[src/rtl/alu_pkg.sv]
// alu_pkg: shared ALU opcodes, MIPS opcode/funct codes, controller state and decode record.
package alu_pkg;
   localparam logic [3:0] ALU_ADD = 4'd0, ALU_SUB = 4'd1, ALU_AND = 4'd2, ALU_OR = 4'd3, ALU_NOR = 4'd4;
   localparam logic [3:0] ALU_SLT = 4'd5, ALU_SLL = 4'd6, ALU_SRL = 4'd7, ALU_MULT = 4'd8, ALU_DIV = 4'd9;
   localparam logic [5:0] OP_RTYPE = 6'h00, OP_BEQ = 6'h04, OP_BNE = 6'h05, OP_ADDI = 6'h08;
   localparam logic [5:0] OP_SLTI = 6'h0A, OP_ANDI = 6'h0C, OP_ORI = 6'h0D;
   localparam logic [5:0] FN_SLL = 6'h00, FN_SRL = 6'h02, FN_MFHI = 6'h10, FN_MFLO = 6'h12;
   localparam logic [5:0] FN_MULT = 6'h18, FN_DIV = 6'h1A, FN_ADD = 6'h20, FN_ADDU = 6'h21;
   localparam logic [5:0] FN_SUB = 6'h22, FN_SUBU = 6'h23, FN_AND = 6'h24, FN_OR = 6'h25;
   localparam logic [5:0] FN_NOR = 6'h27, FN_SLT = 6'h2A;
   typedef enum logic [1:0] {S_IDLE, S_ISSUE, S_WAIT, S_WB} state_t;
   typedef struct packed {
      logic [3:0] ctrl;
      logic       shamt_a;
      logic       imm_b;
      logic       imm_sext;
      logic [4:0] dest;
      logic       we;
      logic       branch;
      logic       bne;
      logic       trap;
      logic       hilo_wr;
      logic       is_div;
      logic       mfhi;
      logic       mflo;
      logic       illegal;
   } dec_t;
   function automatic logic [31:0] ext_imm(input logic [15:0] imm, input logic sext);
      return sext ? {{16{imm[15]}}, imm} : {16'b0, imm};
   endfunction
endpackage

[src/rtl/alu_decode.sv]
// alu_decode: combinational MIPS instruction classifier feeding the execute sequencer.
module alu_decode
   import alu_pkg::*;
(
   input  logic [5:0] i_op,
   input  logic [5:0] i_funct,
   input  logic [4:0] i_rt,
   input  logic [4:0] i_rd,
   output dec_t       o_dec
);
   always_comb begin
      o_dec = '0;
      o_dec.dest = i_rt;
      case (i_op)
         OP_RTYPE: begin
            o_dec.dest = i_rd;
            o_dec.we = 1'b1;
            case (i_funct)
               FN_ADD:  begin o_dec.ctrl = ALU_ADD; o_dec.trap = 1'b1; end
               FN_ADDU: o_dec.ctrl = ALU_ADD;
               FN_SUB:  begin o_dec.ctrl = ALU_SUB; o_dec.trap = 1'b1; end
               FN_SUBU: o_dec.ctrl = ALU_SUB;
               FN_AND:  o_dec.ctrl = ALU_AND;
               FN_OR:   o_dec.ctrl = ALU_OR;
               FN_NOR:  o_dec.ctrl = ALU_NOR;
               FN_SLT:  o_dec.ctrl = ALU_SLT;
               FN_SLL:  begin o_dec.ctrl = ALU_SLL; o_dec.shamt_a = 1'b1; end
               FN_SRL:  begin o_dec.ctrl = ALU_SRL; o_dec.shamt_a = 1'b1; end
               FN_MULT: begin o_dec.ctrl = ALU_MULT; o_dec.we = 1'b0; o_dec.hilo_wr = 1'b1; end
               FN_DIV:  begin o_dec.ctrl = ALU_DIV; o_dec.we = 1'b0; o_dec.hilo_wr = 1'b1; o_dec.is_div = 1'b1; end
               FN_MFHI: o_dec.mfhi = 1'b1;
               FN_MFLO: o_dec.mflo = 1'b1;
               default: begin o_dec.we = 1'b0; o_dec.illegal = 1'b1; end
            endcase
         end
         OP_ADDI: begin o_dec.ctrl = ALU_ADD; o_dec.imm_b = 1'b1; o_dec.imm_sext = 1'b1; o_dec.we = 1'b1; o_dec.trap = 1'b1; end
         OP_SLTI: begin o_dec.ctrl = ALU_SLT; o_dec.imm_b = 1'b1; o_dec.imm_sext = 1'b1; o_dec.we = 1'b1; end
         OP_ANDI: begin o_dec.ctrl = ALU_AND; o_dec.imm_b = 1'b1; o_dec.we = 1'b1; end
         OP_ORI:  begin o_dec.ctrl = ALU_OR; o_dec.imm_b = 1'b1; o_dec.we = 1'b1; end
         OP_BEQ:  begin o_dec.ctrl = ALU_SUB; o_dec.branch = 1'b1; end
         OP_BNE:  begin o_dec.ctrl = ALU_SUB; o_dec.branch = 1'b1; o_dec.bne = 1'b1; end
         default: o_dec.illegal = 1'b1;
      endcase
   end
endmodule

[src/rtl/alu_exec_ctrl.sv]
// alu_exec_ctrl: execute-stage sequencer driving a multicycle ALU and emitting one
// writeback/branch record per instruction; owns the architectural HI/LO registers.
module alu_exec_ctrl
   import alu_pkg::*;
#(
   parameter int unsigned TIMEOUT_CYCLES = 64
) (
   input  logic        clk,
   input  logic        rst,
   input  logic        instr_valid,
   output logic        instr_ready,
   input  logic [31:0] instr,
   input  logic [31:0] rs_data,
   input  logic [31:0] rt_data,
   output logic        alu_en,
   output logic [3:0]  alu_control,
   output logic [31:0] alu_srcA,
   output logic [31:0] alu_srcB,
   input  logic [31:0] alu_result,
   input  logic [31:0] alu_hi,
   input  logic [31:0] alu_lo,
   input  logic        alu_overflow,
   input  logic        alu_done,
   input  logic        alu_zero,
   output logic        wb_valid,
   input  logic        wb_ready,
   output logic        wb_we,
   output logic [4:0]  wb_addr,
   output logic [31:0] wb_data,
   output logic        wb_branch,
   output logic        wb_taken,
   output logic        wb_ovf,
   output logic        wb_div0,
   output logic        wb_illegal,
   output logic        wb_timeout
);
   state_t      r_state, w_next;
   dec_t        w_dec;
   logic        w_alu_op, w_done, w_tmo, w_accept, w_unused;
   logic [31:0] r_cnt, r_hi, r_lo;
   logic [4:0]  r_dest;
   logic        r_we, r_branch, r_bne, r_trap, r_hilo, r_div;

   assign w_unused = ^instr[25:21];

   alu_decode u_decode (
      .i_op    (instr[31:26]),
      .i_funct (instr[5:0]),
      .i_rt    (instr[20:16]),
      .i_rd    (instr[15:11]),
      .o_dec   (w_dec)
   );

   assign w_alu_op = !(w_dec.mfhi || w_dec.mflo || w_dec.illegal);
   assign w_accept = r_state == S_IDLE && instr_valid;
   // done on the first WAIT cycle may be left over from the previous op
   assign w_done = r_state == S_WAIT && r_cnt != 32'd0 && alu_done;
   assign w_tmo  = r_state == S_WAIT && TIMEOUT_CYCLES != 0 && r_cnt + 32'd1 == TIMEOUT_CYCLES && !w_done;

   always_ff @(posedge clk or posedge rst)
      if (rst) r_state <= S_IDLE;
      else     r_state <= w_next;

   always_comb begin
      w_next = r_state;
      case (r_state)
         S_IDLE:  if (instr_valid) w_next = w_alu_op ? S_ISSUE : S_WB;
         S_ISSUE: w_next = S_WAIT;
         S_WAIT:  if (w_done || w_tmo) w_next = S_WB;
         S_WB:    if (wb_ready) w_next = S_IDLE;
         default: w_next = S_IDLE;
      endcase
   end

   always_comb begin
      instr_ready = r_state == S_IDLE;
      alu_en      = r_state == S_ISSUE || r_state == S_WAIT;
      wb_valid    = r_state == S_WB;
   end

   always_ff @(posedge clk or posedge rst) begin
      if (rst) begin
         alu_control <= '0;
         alu_srcA    <= '0;
         alu_srcB    <= '0;
         r_cnt       <= '0;
         r_hi        <= '0;
         r_lo        <= '0;
         r_dest      <= '0;
         {r_we, r_branch, r_bne, r_trap, r_hilo, r_div} <= '0;
         {wb_we, wb_addr, wb_data, wb_branch, wb_taken, wb_ovf, wb_div0, wb_illegal, wb_timeout} <= '0;
      end else begin
         if (w_accept) begin
            r_dest   <= w_dec.dest;
            r_we     <= w_dec.we && w_dec.dest != 5'd0;
            r_branch <= w_dec.branch;
            r_bne    <= w_dec.bne;
            r_trap   <= w_dec.trap;
            r_hilo   <= w_dec.hilo_wr;
            r_div    <= w_dec.is_div;
            r_cnt    <= '0;
            if (w_alu_op) begin
               alu_control <= w_dec.ctrl;
               alu_srcA    <= w_dec.shamt_a ? {27'b0, instr[10:6]} : rs_data;
               alu_srcB    <= w_dec.imm_b ? ext_imm(instr[15:0], w_dec.imm_sext) : rt_data;
            end else begin
               wb_we      <= w_dec.we && w_dec.dest != 5'd0;
               wb_addr    <= w_dec.dest;
               wb_data    <= w_dec.mfhi ? r_hi : r_lo;
               wb_branch  <= 1'b0;
               wb_taken   <= 1'b0;
               wb_ovf     <= 1'b0;
               wb_div0    <= 1'b0;
               wb_illegal <= w_dec.illegal;
               wb_timeout <= 1'b0;
            end
         end
         if (r_state == S_WAIT) r_cnt <= r_cnt + 32'd1;
         if (w_done || w_tmo) begin
            wb_addr    <= r_dest;
            wb_data    <= w_tmo ? 32'd0 : alu_result;
            wb_we      <= r_we && !w_tmo && !(r_trap && alu_overflow);
            wb_branch  <= r_branch && !w_tmo;
            wb_taken   <= r_branch && !w_tmo && (alu_zero ^ r_bne);
            wb_ovf     <= !w_tmo && r_trap && alu_overflow;
            wb_div0    <= !w_tmo && r_div && alu_overflow;
            wb_illegal <= 1'b0;
            wb_timeout <= w_tmo;
            // a zero divisor clears HI/LO whatever the ALU presents
            if (r_hilo && !w_tmo) begin
               r_hi <= (r_div && alu_overflow) ? 32'd0 : alu_hi;
               r_lo <= (r_div && alu_overflow) ? 32'd0 : alu_lo;
            end
         end
      end
   end
endmodule
[config.mk]
export PLATFORM = sky130hd
export DESIGN_NAME = alu_exec_ctrl
export DESIGN_NICKNAME = d
export VERILOG_FILES = /design/src/rtl/alu_pkg.sv /design/src/rtl/alu_decode.sv /design/src/rtl/alu_exec_ctrl.sv
export SDC_FILE = /design/constraint.sdc
export NUM_CORES = 1
export LEC_CHECK = 0
export BUFFER_PORTS_ARGS = -buffer_cell sky130_fd_sc_hd__buf_2
export CAP_MARGIN = 20
export CORE_UTILIZATION = 40
export DETAILED_ROUTE_END_ITERATION = 12
export GPL_ROUTABILITY_DRIVEN = 0
export PLACE_DENSITY = 0.66
export RECOVER_POWER = 25
export SETUP_SLACK_MARGIN = 0.02
export SLEW_MARGIN = 0
export SYNTH_ARGS = -nofsm -noshare
export SYNTH_HDL_FRONTEND = slang
export SYNTH_SLANG_ARGS = --single-unit
[constraint.sdc]
create_clock -name clk -period 6.7 [get_ports clk]
set_clock_uncertainty 0.15 [all_clocks]
set_input_delay 1.005 -clock clk [delete_from_list [all_inputs] [get_ports clk]]
set_output_delay 1.005 -clock clk [all_outputs]
set_load 0.01 [all_outputs]
# Yosys cells after proc, flatten, opt, wreduce, memory -nomap -nowiden
# Index checks and enable logic that the tools add are counted.
# word_totals
reg_bits	221
word_cells	151
# classes
addsub	1
n_eq_ne	26
n_mux	53
bitwise_logic	2
n_reduce_logical	46
# op_table
op	count
32-bit two-way mux	12
6-bit == test (second input constant)	8
4-bit one-hot mux with 9 select lines	1
32-bit by 1-bit adder with 32-bit output (second input constant)	1
32-bit by 7-bit == test with 1-bit output (second input constant)	1
32-bit nonzero test	1
1-bit two-way mux	26
6-bit by 4-bit == test with 1-bit output (second input constant)	4
6-bit by 5-bit == test with 1-bit output (second input constant)	4
5-bit two-way mux	4
4-bit one-hot mux with 5 select lines	1
1-bit logical AND	17
14-bit OR reduction	1
6-bit by 3-bit == test with 1-bit output (second input constant)	2
6-bit logical NOT	2
12-bit OR reduction	1
2-bit OR reduction	6
2-bit two-way mux	4
2-bit one-hot mux with 4 select lines	1
6-bit by 2-bit == test with 1-bit output (second input constant)	1
1-bit one-hot mux with 2 select lines	3
2-bit AND reduction	3
2-bit nonzero test	3
6-bit OR reduction	1
other kinds (13)	20

# Depth between registers and ports, before layout
# Gate-level depths: netlist of the first run.
# depth
ltp_word	9
depth_mapped	13

# Cells and area by module
# A second synthesis of the first run with hierarchy kept.
# hier_totals
hier_cells	1257
hier_area_um2	11200.7
# by_module_without_submodules
module	instances	cells_each	area_each_um2	seq_area_each_um2
alu_exec_ctrl	1	1182	10642.7	5530.3
alu_decode	1	75	558.0	0.0

# Worst setup path after synthesis of the first run
# OpenSTA, ideal clock, no wires.
# synth_path
path_type	input-to-reg
from	in instr[31]
to	reg alu_srcB[0]
setup_ns	0.077
arrival_ns	3.124
path_slack_ns	3.348
cell_stages	9
n_path_buf	2
path_cell_list	or2_2 > or3_1 > nand2_1 > a21oi_1 > nor3_1 > clkbuf_1 > buf_1 > nor2_1 > a21oi_1
# synth_via
elab_chain_cells	6
word_cells_on_any_way	17
cone_classes	eq/ne (6); mux (4); bitwise (1); reduce/logical (6)
# synth_rtl
element	line	source
start: declaration	alu_exec_ctrl.sv:12	input logic [31:0] instr,
6-bit by 4-bit == test with 1-bit output (tied with other cells)	alu_decode.sv:14	case (i_op)
6-bit OR reduction (no source line) / 4-bit two-way mux (equally long branches)	--	
1-bit one-hot mux with 2 select lines / 1-bit logical OR (equally long branches)	alu_decode.sv:14, alu_exec_ctrl.sv:54	
1-bit logical OR	alu_exec_ctrl.sv:54	assign w_alu_op = !(w_dec.mfhi || w_dec.mflo || w_dec.illegal);
1-bit inverter (no source line)	--	
2-bit AND reduction (no source line)	--	
end signal: assignment	alu_exec_ctrl.sv:105	alu_srcB <= w_dec.imm_b ? ext_imm(instr[15:0], w_dec.imm_sext) : rt_data;
end: declaration	alu_exec_ctrl.sv:18	output logic [31:0] alu_srcB,
# Several ways; a longest one is shown, not always the timed one.
# A chain may end at the register's enable or synchronous reset.

==> results of run 1 <==
per-layer routing:
layer | vias up | global-route usage, % | share of wire [%] | wire [um]
met5 | - | 0 | 0.066 | 22
li1 | 4969 | - | - | -
met3 | 60 | 5.821 | 8.0 | 2651
met4 | 4 | 6.056 | 2.1 | 703
met1 | 4920 | 29.71 | 42 | 14050
met2 | 381 | 36.82 | 48 | 15790
area by class of cell:
type	count	area, sq um
diodes	2	5.005
repair buffers	325	1718
fillers	2632	13790
clock inverters	15	246.5
flip-flops and latches	221	5530
inverters	46	173.9
clock buffers	33	716.9
multi-input cells	894	5356
well taps	378	473.0
flip-flops by register name, summed over array words and instances, names as in the netlist, 2 cells and up:
| signal | cells |
|---|---|
| wb_addr | 5 |
| alu_srcA | 32 |
| r_lo | 32 |
| wb_data | 32 |
| alu_srcB | 32 |
| alu_control | 4 |
| r_hi | 32 |
| r_dest | 5 |
| r_state | 2 |
| r_cnt | 32 |
power by group through the flow:
| stage | sequential, mW | combinational [mW] | clock (mW) |
|---|---|---|---|
| after CTS | 1.92 | 1.57 | 1.62 |
| after global routing | 1.97 | 1.74 | 1.67 |
| after global placement | 1.92 | 1.54 | 0 |
| after floorplan | 2.07 | 0.779 | 0 |
| final | 1.92 | 1.57 | 1.58 |
| after detailed placement | 1.93 | 1.57 | 0 |
final timing paths:
check | from | endpoint | slack (ns) | depth (start not counted)
min in group asynchronous | rst | alu_srcB[12] | 1.74 | 3
min reg2reg | r_hi[23] | r_hi[23] | 0.33 | 2
max in group clk | instr[29] | wb_addr[0] | 2.79 | 10
min | r_hi[23] | r_hi[23] | 0.33 | 2
max reg2reg | r_cnt[0] | wb_data[2] | 3.04 | 9
max | rst | wb_we | 2.30 | 3
critical path, cell delays in order:
cell and delay [ns]:
buf_2 0.10, clkinvlp_2 0.07, clkbuf_2 2.62
metrics by stage:
stage	instance area, sq um	util (%)	hold WS, ns	power [mW]	instances
global placement	13190	47.10	0.3073	3.456	1859
finish	14220	50.77	0.3268	5.074	1914
global route	14220	50.77	0.3440	5.381	1914
floorplan	11480	-	0.2931	2.844	1269
detailed placement	13220	47.20	0.3143	3.502	1860
CTS	14180	50.64	0.3317	5.103	1908
logic make-up (layout without fill, tap and decap cells):
logic type                 Yosys count  count (layout)
muxes                              101             101
AOI/OAI and AO/OA                  341             341
other                                0               2
xor gates and xnor gates            13              13
adders and majority gates            5               5
DFF                                221             221
and+or+nand+nor                    434             434
buffers and inverters              154             419
placed cells by master, fill, tap and decap left out, drive strengths merged, types with 14 or more instances in the layout:
cell	synthesis	final
clkbuf	80	37
mux2	38	38
dfrtp	221	221
buf	28	321
o21ai	154	154
nand3	51	51
mux2i	63	63
and2	14	14
a21oi	83	83
nor2	66	66
nand2	205	205
nand4	20	20
o31ai	49	49
inv	45	45
a31oi	15	15
==> run summary, run 1 <==
DIE WIDTH = 171.4 um
Post-synthesis simple-gate area fraction = 18.22%
CTS-repair resized insts = 0
Worst Setup End Kind = asynchronous set/reset pin
RSZ-0062 raised after global routing = no
Critical path arrival = 3.99 ns
Core area = 28010 sq um
Clk_lat worst skew = 0.54 ns
Max-slew headroom = -159.7%
Die Area = 29370 sq um
Global-route wire length before repair = 52830 um
Final Hold Fails = 0
Peak VDD IR = 216.8 uV
Worst-path maximum fanout = 154
Top_reg_cell synth = dfrtp_1
Crit path kind = primary input to asynchronous set/reset pin
Most frequent cells after synthesis = 221 x dfrtp_1, 205 x nand2_1, 150 x o21ai_0, 83 x a21oi_1, 79 x clkbuf_1
I/O Buffers = 308
IO Pins = 314
Unique cell type count in the Yosys netlist = 66
FF+latch count, synth = 221
Mux contribution to synthesized area = 9.225%
Critical Path Source Type = primary input
Sw Share = 34.22%
Initial antenna violation count = 4
Final WL = 33210 um
Ratio of cells with drive above 1 in the final layout = 28.16%
Top-count cell post-synth = dfrtp_1
Power share of the sequential group = 37.9%
NetSw = 1.736 mW
Router iterations before antenna repair = 5
Post-Syn Instances = 1269
Failing checks = max-capacitance violations, max-slew violations
Wire length per cell = 17.35 um
GR Util All Layers = 22.60%
Residual DRC = 0
Post-synth top area share = 48.20%
Synthesis Warnings = 0
Syn_nets = 1473
Synthesized-area fraction occupied by xor and xnor cells = 0.9923%
Area fraction in compound gates after synthesis = 17.23%
Vias = 10.33k
TNS Setup = 0 ns
Post-Synth Adder-Cell Area = 0.5452%
Syn Area/Cell = 9.042 sq um
Post-CTS Setup Bufs = 0
Largest family of logic cells by synthesized area = simple AND/OR/NAND/NOR gates
Pin count of the biggest net entering global routing = 155
Logic gate share of total power = 30.9%
Fin. max-slew vios = 223
Area leader, netlist = dfrtp_1
Upper clock frequency limit = 227.0 MHz
Row count = 61
Leak pwr = 7.192 nW
Share of power burned in the clock network = 31.2%
Number of hold buffers added after cts = 0
Tcrit/Tclk final = 65.74%
Sequential area share after synthesis = 48.20%
Total CTS buffers = 26
Max-cap violations = 2
Final setup margin = 2.295 ns
Initial Util = 40.97%
EDFF count, synth = 0
Pwr Density = 356.8 nW/um^2
Minimum clock period = 4.405 ns
Pre-CTS WS = 2.281 ns
Grt total ovfl = 0
Worst Hold Class = flip-flop to flip-flop
Clock Sinks = 221
Synth area leaders = dfrtp_1 48%, nand2_1 6.7%, o21ai_0 6.5%
Status = complete, but fails checks
Post-DR vias/cell = 5.399
Number of global-route vias before repair = 9857
Iteration-0 DRC Markers = 738
Final setup viols = 0
Worst slew pin tran = 3.895 ns
Detailed Place HPWL = 22590 um
Nets = 1718
Ys async rst share = 100.0%
Die Span Y = 171.4 um
Number of H-tree levels = 1
Worst EP required = 6.29 ns
Root buf cell = clkbuf_16
Synth Cell Area = 11470 sq um
P&R area growth vs syn = 23.92%
Antenna-violating nets left = 0
Internal = 3.338 mW
Maximum clock path buffer count = 3
CTS tree = built
Worst-path clk slew = 0.06 ns
(Power assumes the default switching activity.)
==> inputs of run 2 (changes only) <==
--- a/config.mk
+++ b/config.mk
@@ -10,7 +10,6 @@
 export CORE_UTILIZATION = 40
 export DETAILED_ROUTE_END_ITERATION = 12
 export GPL_ROUTABILITY_DRIVEN = 0
-export PLACE_DENSITY = 0.66
 export RECOVER_POWER = 25
 export SETUP_SLACK_MARGIN = 0.02
 export SLEW_MARGIN = 0
==> constraint.sdc (replaced) <==
create_clock -name clk -period 4.6 [get_ports clk]
set_clock_uncertainty 0.15 [all_clocks]
set_input_delay 0.69 -clock clk [delete_from_list [all_inputs] [get_ports clk]]
set_output_delay 0.69 -clock clk [all_outputs]
set_load 0.01 [all_outputs]
==> run 2 against run 1 <==
  * Sequential power is 47% higher
  * Sequential share of layout area hardly changed
  * Cell area hardly changed
  * Critical path depth is 6 higher
  * Core utilization hardly changed
  * Largest power group unchanged
  * Setup slack worse by 1.3 ns
  * Critical path type is now flip-flop to flip-flop
  * Hold slack worse by 0.12 ns
  * Register-to-register slack worse by 2.0 ns
  * Highest routed layer unchanged
  * The flow still finishes with violations (max-capacitance violations, max-slew violations)
  * Clock-buffer cell count is 1 higher
==> run summary, run 2 (synthesis gave the netlist of run 1 again) <==
Status = complete, but fails checks
Failing checks = max-capacitance violations, max-slew violations
Max-slew headroom = -36.56% (+120 points)
Pin count of the biggest net entering global routing = 129 (-17%)
Iteration-0 DRC Markers = 707 (-4.2%)
I/O Buffers = 308 (unchanged)
Commonest cells after routing, fill and taps aside = 308 x buf_2, 221 x dfrtp_1, 203 x nand2_1
TNS Setup = 0 ns (unchanged)
NetSw = 2.505 mW (+44%)
Worst Path Buf+Inv = 1 (-2)
Worst slew pin tran = 2.048 ns (-1.847 ns)
Minimum clock period = 3.592 ns
Sw Share = 33.88% (-0.33 points)
Worst path cell trace = ha_1, and3_1, mux2_1, o21ai_0, nand3_1, or4_1, nor4b_4, buf_12, o31ai_1
R2R depth = 9 (unchanged)
P&R area growth vs syn = 23.97% (about the same)
FF-to-FF End = wb_data[20]
Final Non-Filler Cells = 1918 (+0.21%)
Wire length per cell = 17.69 um (+1.9%)
Leak pwr = 7.197 nW (about the same)
Worst Hold Class = primary input to flip-flop
Post-DR vias/cell = 5.340 (-1.1%)
Nets = 1723 (+0.29%)
Die Area = 29370 sq um (unchanged)
CTS-repair resized insts = 0 (unchanged)
Number of global-route vias before repair = 10.08k (+2.2%)
Worst-path clk slew = 0.06 ns (about the same)
Critical path arrival = 3.82 ns (-0.17 ns)
Worst setup path start = r_cnt[0]
Residual DRC = 0 (unchanged)
Worst EP required = 4.82 ns (-1.47 ns)
Vias = 10.24k (-0.89%)
RSZ-0062 raised after global routing = no
Peak VDD IR = 313.2 uV (+44%)
Row count = 61 (unchanged)
CP delay by family, top = simple AND/OR/NAND/NOR gates
Upper clock frequency limit = 278.4 MHz
GR Util All Layers = 23.28% (+0.68 points)
Detailed Place HPWL = 23410 um (+3.6%)
R2r setup slk = 1.01 ns (-2.03 ns)
Total CTS buffers = 27 (+3.8%)
Power share of the sequential group = 38.1% (+0.2 points)
Post-CTS Setup Bufs = 0 (unchanged)
Cells after DPL = 1865 (+0.27%)
Initial antenna violation count = 4 (unchanged)
Router iterations before antenna repair = 5 (unchanged)
Hold path cells = 3 (+1)
Worst R2R Start = r_cnt[0]
Pwr Density = 519.8 nW/um^2 (+46%)
Tcrit/Tclk final = 78.09%
Crit path kind = flip-flop to flip-flop
Cell at the slowest stage of the critical path = or4_1
Share of power burned in the clock network = 30.9% (-0.3 points)
Hold Path Sink = wb_data[10]
Worst path max stage delay = 0.63 ns (-1.99 ns)
Worst-path maximum fanout = 45 (-71%)
Initial Util = 40.97% (unchanged)
Die Span Y = 171.4 um (unchanged)
Pre-CTS WS = 1.030 ns (-1.251 ns)
DIE WIDTH = 171.4 um (unchanged)
Global-route wire length before repair = 53830 um (+1.9%)
Number of H-tree levels = 1 (unchanged)
Most common cell after layout, fill and taps aside = buf_2
Antenna-violating nets left = 0 (unchanged)
Worst Setup End Kind = flip-flop
Final setup margin = 1.008 ns (-1.288 ns)
Clk_lat worst skew = 0.52 ns (-0.02 ns)
Worst Hold Launch = alu_result[10]
Ratio of cells with drive above 1 in the final layout = 28.26% (+0.094 points)
Grt total ovfl = 0 (unchanged)
Max-cap violations = 3 (+1)
Root buf cell = clkbuf_16
Clock Sinks = 221 (unchanged)
Critical Path Source Type = flip-flop
Final WL = 33920 um (+2.1%)
CTS tree = built
Post-layout util = 50.78% (about the same)
IO Pins = 314 (unchanged)
Number of hold buffers added after cts = 1 (+1)
Final setup viols = 0 (unchanged)
Final Hold Fails = 0 (unchanged)
Core area = 28010 sq um (unchanged)
Logic gate share of total power = 31.0% (about the same)
Fin. max-slew vios = 213 (-4.5%)
Maximum clock path buffer count = 3 (unchanged)
Hold_ws = 0.2112 ns (-0.1156 ns)
Internal = 4.888 mW (+46%)
## run 2: changes by cell type in the layout (fill, tap and decap cells not counted)
cell	change
buf_12	+1
clkinv_8	-1
buf_16	-2
clkbuf_16	+1
buf_4	+5
inv_6	-1
dlygate4sd3_1	+1
clkinv_4	-1
diode_2	+2
clkbuf_1	-1
## run 2: power groups by stage
| stage | clock [mW] | combinational (mW) | sequential (mW) |
|---|---|---|---|
| finish | 2.29 | 2.29 | 2.82 |
| global route | 2.42 | 2.55 | 2.89 |
| CTS | 2.34 | 2.31 | 2.82 |
| detailed placement | 0 | 2.31 | 2.83 |
| global placement | 0 | 2.27 | 2.82 |
| floorplan | 0 | 1.13 | 3.01 |
## run 2: worst max-delay path by stage
stage | slack, ns | end | depth (start not counted)
final | 1.01 | wb_data[20] | 9
after global routing | 0.74 | wb_ovf | 8
after floorplan | 0.88 | alu_control[0] | 1
after detailed placement | 1.03 | wb_data[31] | 8
after CTS | 1.01 | wb_data[20] | 8
after global placement | 1.07 | wb_data[24] | 8
## run 2: worst reg2reg max path: stages (launching register included)
cell and delay, ns:
dfrtp_1 0.51, ha_1 0.35, and3_1 0.35, mux2_1 0.35
o21ai_0 0.17, nand3_1 0.14, or4_1 0.63, nor4b_4 0.36
buf_12 0.29, o31ai_1 0.17
## run 2: through the flow
step                      area [sq um]  power (mW)
after detailed placement         13260       5.137
after floorplan                  11480       4.142
after CTS                        14230       7.465
after global routing             14220       7.864
final                            14220       7.394
after global placement           13260       5.085
## run 2: routing by layer
metal	GRT usage [%]	share of wire, %	vias to the layer above	wire length, um
met5	0	0.050	-	17
met4	6.522	2.3	2	787
li1	-	-	4953	-
met2	39.18	48	336	16250
met1	30.18	43	4898	14570
met3	4.832	6.7	53	2289
## run 2: area by class of cell
class,instances,area (sq um)
Antenna cell,4,10.01
Sequential cell,221,5530
Timing Repair Buffer,329,1727
Multi-Input combinational cell,894,5356
Clock buffer,34,742.0
Fill cell,2700,13790
Clock inverter,12,212.7
Tap cell,378,473.0
Inverter,46,173.9
